`src/rtl/substitution_layer_folded.sv`:
```
// Folded Ascon substitution layer (p_S) over the 5x64 state.
// SLICES_PER_CYCLE columns are pushed through S-boxes per clock, in place,
// so one full layer takes 64/SLICES_PER_CYCLE RUN cycles. A start/done
// handshake frames each layer; a DONE cycle can immediately accept the next
// state so back-to-back layers run without an IDLE bubble.

// Single 5-bit Ascon S-box lookup, input/output MSB is x0.
module substitution_table (
  input  logic [4:0] sboxIn,
  output logic [4:0] sboxOut
);

  // Pure table lookup
  always_comb begin
    sboxOut = 5'h00;
    case (sboxIn)
      5'h00: sboxOut = 5'h04;
      5'h01: sboxOut = 5'h0b;
      5'h02: sboxOut = 5'h1f;
      5'h03: sboxOut = 5'h14;
      5'h04: sboxOut = 5'h1a;
      5'h05: sboxOut = 5'h15;
      5'h06: sboxOut = 5'h09;
      5'h07: sboxOut = 5'h02;
      5'h08: sboxOut = 5'h1b;
      5'h09: sboxOut = 5'h05;
      5'h0a: sboxOut = 5'h08;
      5'h0b: sboxOut = 5'h12;
      5'h0c: sboxOut = 5'h1d;
      5'h0d: sboxOut = 5'h03;
      5'h0e: sboxOut = 5'h06;
      5'h0f: sboxOut = 5'h1c;
      5'h10: sboxOut = 5'h1e;
      5'h11: sboxOut = 5'h13;
      5'h12: sboxOut = 5'h07;
      5'h13: sboxOut = 5'h0e;
      5'h14: sboxOut = 5'h00;
      5'h15: sboxOut = 5'h0d;
      5'h16: sboxOut = 5'h11;
      5'h17: sboxOut = 5'h18;
      5'h18: sboxOut = 5'h10;
      5'h19: sboxOut = 5'h0c;
      5'h1a: sboxOut = 5'h01;
      5'h1b: sboxOut = 5'h19;
      5'h1c: sboxOut = 5'h16;
      5'h1d: sboxOut = 5'h0a;
      5'h1e: sboxOut = 5'h0f;
      5'h1f: sboxOut = 5'h17;
      default: sboxOut = 5'h00;
    endcase
  end

endmodule

module substitution_layer_folded #(
  parameter int SLICES_PER_CYCLE = 8
) (
  input  logic             clock_i,
  input  logic             reset_i,
  input  logic             start_i,
  input  logic [4:0][63:0] registerS_i,
  output logic             ready_o,
  output logic             done_o,
  output logic [4:0][63:0] registerS_o
);

  localparam int NB_STEPS = 64 / SLICES_PER_CYCLE;
  localparam int CNT_W    = (NB_STEPS > 1) ? $clog2(NB_STEPS) : 1;
  localparam logic [CNT_W-1:0] LAST_STEP = CNT_W'(NB_STEPS - 1);

  // Column count must tile the 64-bit lanes exactly
  if ((SLICES_PER_CYCLE < 1) || (SLICES_PER_CYCLE > 64) ||
      ((64 % SLICES_PER_CYCLE) != 0)) begin : gBadSlices
    $error("SLICES_PER_CYCLE must divide 64");
  end

  typedef enum logic [1:0] {
    IDLE = 2'd0,
    RUN  = 2'd1,
    DONE = 2'd2
  } stateT;

  stateT            state;
  logic [CNT_W-1:0] counter;
  logic [4:0][63:0] workReg;
  logic             doneQ;
  logic             readyQ;

  logic [5:0] colIdx   [SLICES_PER_CYCLE];
  logic [4:0] sliceIn  [SLICES_PER_CYCLE];
  logic [4:0] sliceOut [SLICES_PER_CYCLE];

  // Gather the columns selected by the step counter into 5-bit S-box words
  always_comb begin
    for (int j = 0; j < SLICES_PER_CYCLE; j++) begin
      colIdx[j]  = 6'(int'(counter) * SLICES_PER_CYCLE + j);
      sliceIn[j] = {workReg[0][colIdx[j]], workReg[1][colIdx[j]],
                    workReg[2][colIdx[j]], workReg[3][colIdx[j]],
                    workReg[4][colIdx[j]]};
    end
  end

  for (genvar g = 0; g < SLICES_PER_CYCLE; g++) begin : gSbox
    substitution_table uSbox (
      .sboxIn  (sliceIn[g]),
      .sboxOut (sliceOut[g])
    );
  end

  // Control FSM and in-place working register; outputs are registered
  always_ff @(posedge clock_i) begin
    if (reset_i) begin
      state   <= IDLE;
      counter <= '0;
      workReg <= '0;
      doneQ   <= 1'b0;
      readyQ  <= 1'b1;
    end else begin
      case (state)
        IDLE: begin
          doneQ <= 1'b0;
          if (start_i) begin
            workReg <= registerS_i;
            counter <= '0;
            state   <= RUN;
            readyQ  <= 1'b0;
          end else begin
            readyQ  <= 1'b1;
          end
        end
        RUN: begin
          // Write substituted columns back; untouched columns hold
          for (int j = 0; j < SLICES_PER_CYCLE; j++) begin
            workReg[0][colIdx[j]] <= sliceOut[j][4];
            workReg[1][colIdx[j]] <= sliceOut[j][3];
            workReg[2][colIdx[j]] <= sliceOut[j][2];
            workReg[3][colIdx[j]] <= sliceOut[j][1];
            workReg[4][colIdx[j]] <= sliceOut[j][0];
          end
          if (counter == LAST_STEP) begin
            state  <= DONE;
            doneQ  <= 1'b1;
            readyQ <= 1'b1;
          end else begin
            counter <= counter + CNT_W'(1);
          end
        end
        DONE: begin
          doneQ <= 1'b0;
          if (start_i) begin
            workReg <= registerS_i;
            counter <= '0;
            state   <= RUN;
            readyQ  <= 1'b0;
          end else begin
            state   <= IDLE;
            readyQ  <= 1'b1;
          end
        end
        default: begin
          state   <= IDLE;
          counter <= '0;
          doneQ   <= 1'b0;
          readyQ  <= 1'b1;
        end
      endcase
    end
  end

  assign ready_o     = readyQ;
  assign done_o      = doneQ;
  assign registerS_o = workReg;

endmodule

```
`config.mk`:
```
export PLATFORM = sky130hd
export DESIGN_NAME = substitution_layer_folded
export DESIGN_NICKNAME = d
export VERILOG_FILES = /design/src/rtl/substitution_layer_folded.sv
export SDC_FILE = /design/constraint.sdc
export NUM_CORES = 1
export LEC_CHECK = 0
export BUFFER_PORTS_ARGS = -buffer_cell sky130_fd_sc_hd__buf_4
export CAP_MARGIN = 5
export CORE_AREA = 2 2 251 253
export DETAILED_ROUTE_END_ITERATION = 16
export DIE_AREA = 0 0 253 255
export PLACE_DENSITY = 0.52
export SLEW_MARGIN = 25
export SYNTH_ARGS = -nofsm -noshare
export SYNTH_HDL_FRONTEND = slang
export SYNTH_SLANG_ARGS = --single-unit
```
`constraint.sdc`:
```
create_clock -name clock_i -period 3.9 [get_ports clock_i]
set_input_delay 0.39 -clock clock_i [delete_from_list [all_inputs] [get_ports clock_i]]
set_output_delay 0.39 -clock clock_i [all_outputs]
set_load 0.01 [all_outputs]
```
# Word-level counts from Yosys, hierarchy flattened
# Memory sizes are Yosys's and may differ from the RTL's.
# Cells that the tools add are included.
[totals]
ff_bits = 327
romBits = 1280
input_bits = 323
out_inout_bits = 322
word_cells = 212
n_memories = 8
[mem_list]
columns = ["memory", "depth", "width", "rd", "rd_ports_with_merged_regs", "wr", "line_no", "text"]
rows = [
  ["(name not given)", 32, 5, 1, 0, 0, "16", "case (sboxIn)"],
  ["(name not given)", 32, 5, 1, 0, 0, "16", ""],
  ["(name not given)", 32, 5, 1, 0, 0, "16", ""],
  ["(name not given)", 32, 5, 1, 0, 0, "16", ""],
  ["(name not given)", 32, 5, 1, 0, 0, "16", ""],
  ["(name not given)", 32, 5, 1, 0, 0, "16", ""],
  ["+2 memories", "--", "--", "--", "--", "--", "--", ""],
]
[op_classes]
n_addsub = 8
magnitude_cmp = 16
n_eq_ne = 7
n_mux = 148
n_bitwise = 1
reduce_logical = 15
[ops]
columns = ["op", "count"]
rows = [
  ["bitwise mux 64 bit", 40],
  ["case mux 320 bit (2 select lines)", 1],
  ["two-way mux 320 bit", 1],
  ["binary-select mux 1 bit (select 6 bit)", 35],
  ["< comparator 6 x 7 -> 1 bit (second input constant)", 8],
  ["two-way mux 1 bit", 51],
  ["greater-or-equal comparator 6 x 1 -> 1 bit (second input constant)", 8],
  ["demux 1 bit (select 6 bit)", 7],
  ["adder 6 x 3 -> 6 bit (second input constant)", 4],
  ["binary-select mux 1 bit (select 3 bit)", 5],
  ["adder 6 x 2 -> 6 bit (second input constant)", 2],
  ["logical AND 1 bit", 8],
  ["adder 6 x 1 -> 6 bit (second input constant)", 1],
  ["two-way mux 3 bit", 2],
  ["inequality test 2 bit (second input constant)", 3],
  ["case mux 2 bit (3 select lines)", 1],
  ["case mux 3 bit (2 select lines)", 1],
  ["AND reduction 2 bit", 3],
  ["two-way mux 2 bit", 2],
  ["OR reduction 2 bit", 2],
  ["adder 3 x 1 -> 3 bit (second input constant)", 1],
  ["demux 1 bit (select 3 bit)", 1],
  ["== test 3 bit (second input constant)", 1],
  ["== test 2 x 1 -> 1 bit (second input constant)", 1],
  ["6 further kinds", 6],
]

# Longest topological paths before layout
[depth]
ltp_word = 13
ltp_mapped = 15
mapped_depth_nobuf = 11

# Cells and area by module
# A second synthesis with hierarchy kept.
[unflattened]
hier_cells = 2417
area_unflattened_um2 = 19722.7
[by_module_without_submodules]
columns = ["mod", "instances", "cells_each", "area_each_um2", "seq_area_each_um2"]
rows = [
  ["substitution_layer_folded", 1, 2225, 18367.6, 6546.3],
  ["substitution_table at gSbox[0].uSbox ...", 5, 25, 180.2, 0.0],
  ["substitution_table at gSbox[1].uSbox ...", 2, 23, 148.9, 0.0],
  ["substitution_table at gSbox[2].uSbox", 1, 21, 156.4, 0.0],
]

# Worst setup path before layout
# OpenSTA, ideal clock, no wires.
[synth_timing]
path_kind = "register to register"
from = "register counter[2]"
to = "register workReg, in the netlist registerS_o[104]"
setup_ps = 78
arrival_ps = 2987
t_required_ps = 3822
path_slack_ps = 835
path_stages_with_launch = 14
path_buffers = 3
period_less_slack_ps = 3065
path_cell_list = "dfxtp_1 buf_4 buf_2 clkbuf_1 nor2b_1 a221o_1 a21oi_1 ha_1 inv_1 a21oi_1 a22oi_1 xor2_1 a221oi_1 nor3_1"
[synth_via]
elab_chain_len = 13
elab_cells_between_ends = 144
cone_classes = "add/sub: 7; order compare: 16; mux: 105; reduce/logical: 8; memory: 8"
[synth_rtl]
columns = ["item", "line_no", "text"]
rows = [
  ["start: declaration", "84", "logic [CNT_W-1:0] counter;"],
  ["start signal: assignment", "145", "counter <= counter + CNT_W'(1);"],
  ["branches (longest 11 deep; another with adder 6 x 1 -> 6 bit)", "--", ""],
  ["bitwise mux 64 bit (*)", "135", "workReg[1][colIdx[j]] <= sliceOut[j][3];"],
  ["case mux 320 bit (2 select lines) (*)", "119", "case (state)"],
  ["end signal: indexed assignment", "135", ""],
  ["end signal: indexed assignment", "136", "workReg[2][colIdx[j]] <= sliceOut[j][2];"],
  ["end signal: indexed assignment", "137", "workReg[3][colIdx[j]] <= sliceOut[j][1];"],
  ["end: declaration", "85", "logic [4:0][63:0] workReg;"],
]
# Every way passes the cells marked *. The select of a mux whose other input is x is not followed.
# A chain may end at the register's enable or synchronous reset.

# Worst setup path after layout
[layout_timing]
from = "register counter[2]"
to = "register workReg, in the netlist registerS_o[116]"
[layout_via]
elab_chain_len = 13
elab_cells_between_ends = 139
cone_classes = "add/sub: 7; order compare: 14; mux: 103; reduce/logical: 7; memory: 8"
[layout_rtl]
columns = ["item", "line_no"]
rows = [
  ["branches (longest 11 deep; another with adder 6 x 1 -> 6 bit)", "--"],
  ["bitwise mux 64 bit (*)", "135"],
  ["case mux 320 bit (2 select lines) (*)", "119"],
]
# Marked as above.

==> metrics <==
run status complete, no violations; Net count, final 3,131; utilization after layout 0.417; worst-case reg-to-reg path depth 14; Post-CTS Setup Repair Bufs 0; Worst Setup Start Kind flip-flop; reg2reg end registerS_o[116]$_SDFFE_PP0P_; Die ar. 64,500 um^2; ys flop type sky130_fd_sc_hd__dfxtp_1; # port buffers around 640; Bufs and invs on worst path 6; die outline height 255 um; Total Wirelength 115,000 um; Cell Area, Synth 18,300 um^2; worst max-slew margin expressed relative to the limit 0.205; number of nets with antenna violations after routing 0; number of distinct library cells after synthesis 65; clock-pin slew of the registers on the worst-case setup and hold paths 70 ps; Placeable Area 62,200 um^2; global-route wire length before repair approximately 160,000 um; critical path cell sequence buf_6 -> buf_4 -> mux4_1 -> mux2i_1 -> buf_4 -> inv_1 -> ha_1 -> inv_1 -> a21oi_1 -> a22oi_1 -> xor2_1 -> buf_4 -> a221oi_1 -> nor3_1; share of the clock period used by the worst path 0.957; initial antenna violation count 15; count of TritonRoute iterations in the first routing pass 5; 1st-iter DRT viols 2,743; CTS Root Cell sky130_fd_sc_hd__clkbuf_16; number of DRC violations after detailed routing 0; Setup crit end kind flip-flop; CTS tree built; initial core utilization 0.294; sequential cell area fraction in the yosys report 0.358; number of hold violations in the final report 0; Worst Hold Endpoint registerS_o[99]$_SDFFE_PP0P_; R2R Path Start counter[2]$_SDFFE_PP0P_; post-detailed-route wirelength per cell 31.7 um; Internal Dissipation about 7.5 mW; Overall Global Routing Usage 0.341; switching power as a share of total power 0.380; Final Slew Violations 0; start-to-end type of the worst setup path flip-flop to flip-flop; top cell type's share of synthesized area 0.358; combinational share of power 0.349; slowest library cell on the worst path sky130_fd_sc_hd__dfxtp_4; most frequent cell after synthesis sky130_fd_sc_hd__nor2_1; cell with the most instances on the worst path sky130_fd_sc_hd__buf_4; slew at the pin closest to its max-slew limit ~1200 ps; HPWL after detailed placement around 84,000 um; total nets after synthesis 2,519; delay of the slowest critical-path stage about 460 ps; cell area after layout around 26,000 um^2; data arrival time of the critical path between 4000 and 5000 ps; setup slack of the critical path after layout 166 ps; clock latency on the worst-skew pair 580 ps; TritonCTS Sinks 327; post-synthesis sequential element count 327; routability cong. 0.948; CTS hold repair buffers 0; number of warnings printed during yosys synthesis 0; leakage 11.0 nW; via count roughly 22,000; die width 253 um; Core Rows just over 90; count of endpoints failing setup in the final report 0; maximum level of the CTS H-tree 2; HP Start registerS_i[99]; average via count per standard cell 6.00; area overhead of the layout relative to synthesis 41.9%; Synth async-reset ratio 0; Top Family by Delay on Critical Path buffers and inverters; synth top area cells sky130_fd_sc_hd__dfxtp_1 (36%), sky130_fd_sc_hd__nor2_1 (10%), sky130_fd_sc_hd__a211oi_1 (8.2%); instance count along the most critical hold path 3; max-cap check violation count 0; number of ports placed on the die boundary ~650; area after detailed placement 24,600 um^2; worst setup slack after placement 182 ps; IR drop worst, VDD 0.265 mV; via count of the first global-routing pass 20,674; ratio of cells with drive above 1 in the final layout 0.334; synthesized instance count ~2,200; number of synthesized flops with an enable pin 0; unrepaired setup endpoints after global routing no; Final min period 3730 ps; Clock Tree Buf Depth 3; post-synthesis area per instance 8.40 um^2; accumulated negative setup slack 0 ps; net switching power 4.58 mW; power density normalized to cell area 465 nW/um^2; pin count of the biggest net entering global routing 182; required time of the worst setup path between 4000 and 5000 ps; Clock Skews 28.4 ps; number of buffers created by CTS a little over 40; setup slack of the worst register-to-register path 170 ps; Clock power frac 0.314; upper clock frequency limit between 200 and 300 MHz; most area-hungry cell type in the Yosys netlist sky130_fd_sc_hd__dfxtp_1; residual overflow from global routing 0; most frequent cells after synthesis sky130_fd_sc_hd__nor2_1 (487), sky130_fd_sc_hd__dfxtp_1 (327), sky130_fd_sc_hd__a21oi_1 (223), sky130_fd_sc_hd__a211oi_1 (199), sky130_fd_sc_hd__clkbuf_1 (165); sequential fraction of design power 0.337; path class of the lowest-slack min-delay path primary input to flip-flop; largest fanout on the critical path 28
power groups by stage:
stage               Combinational [mW]  Clock, mW  Sequential, mW
global route                      4.42       3.94            4.09
detailed placement                4.13          0            4.12
finish                            4.21       3.78            4.07
floorplan                         1.84          0            4.08
CTS                               4.15       3.81            4.05
global placement                  4.08          0            4.12
tightest hold or removal path, stage by stage:
cell	delay (ps)
sky130_fd_sc_hd__buf_4	80
sky130_fd_sc_hd__a221oi_1	70
sky130_fd_sc_hd__nor3_1	120
metrics by stage:
step | power, mW | std cells | hold slack (ps)
final | 12.1 | 3621 | 129
after global routing | 12.4 | 3615 | 132
after CTS | 12.0 | 3614 | 94.4
after detailed placement | 8.25 | 3546 | 453
after global placement | 8.20 | 3545 | 442
after floorplan | 5.92 | 2178 | 467
cell families after synthesis:
kind of cell,synth area share
xor gates and xnor gates,0.0263
buffers and inverters,0.0514
AOI/OAI and AO/OA,0.248
and+or+nand+nor,0.173
adders and majority gates,0.0162
DFF,0.358
muxes,0.127
what timing repair did:
| item | 4_1_cts | 5_1_grt |
|---|---|---|
| setup endpoints to repair | 0 | 14 |
| hold endpoints to repair | 0 | 0 |
| gates resized for setup | 0 | 2 |
registers in the layout, indices dropped and copies added, names as in the netlist:
name,cells
registerS_o,320
counter,3
state,2
done_o,1
ready_o,1
metal layers:
metal	routed length [um]	GRT usage	vias up
met5	66	0	-
met3	11600	0.0754	249
met4	4350	0.127	12
met1	45700	0.442	10686
met2	53200	0.555	1404
li1	-	-	9369
worst max path at each step:
stage | startpoint | depth (start not counted) | end | slack [ps]
2_1_floorplan | counter[2]$_SDFFE_PP0P_ | 13 | registerS_o[104]$_SDFFE_PP0P_ | 830
3_3_place_gp | counter[1]$_SDFFE_PP0P_ | 10 | registerS_o[115]$_SDFFE_PP0P_ | 210
3_5_place_dp | counter[2]$_SDFFE_PP0P_ | 14 | registerS_o[116]$_SDFFE_PP0P_ | 180
4_1_cts | counter[2]$_SDFFE_PP0P_ | 14 | registerS_o[116]$_SDFFE_PP0P_ | 130
5_1_grt | counter[1]$_SDFFE_PP0P_ | 11 | registerS_o[233]$_SDFFE_PP0P_ | 30
6_report | counter[2]$_SDFFE_PP0P_ | 14 | registerS_o[116]$_SDFFE_PP0P_ | 170
final cells by class:
type	instances	area (um^2)
tap	799	1000
inverter	24	103
sequential	327	6560
clock buffer	59	1200
clock inverter	9	80.1
antenna	7	17.5
multi-input combinational	1627	11000
fill	6209	36200
timing repair buffer	769	5960
cell usage in the layout (no fill, tap or decap), drive strengths merged, types with 6 or more instances in the layout:
cell,instances
diode,7
nand2b,13
o221ai,6
a221oi,113
nand3,39
clkinv,7
and3,16
a21oi,223
nor2,487
a221o,8
mux4,63
nor3,116
buf,769
clkbuf,59
o21ai,53
dfxtp,327
o211ai,11
inv,24
nand2,38
a211oi,202
xnor2,16
mux2i,55
xor2,32
maj3,7
o22ai,9
mux2,23
nor2b,8
a31oi,7
a22oi,10
ha,18
Note: power is estimated with default switching activity, not from simulation.
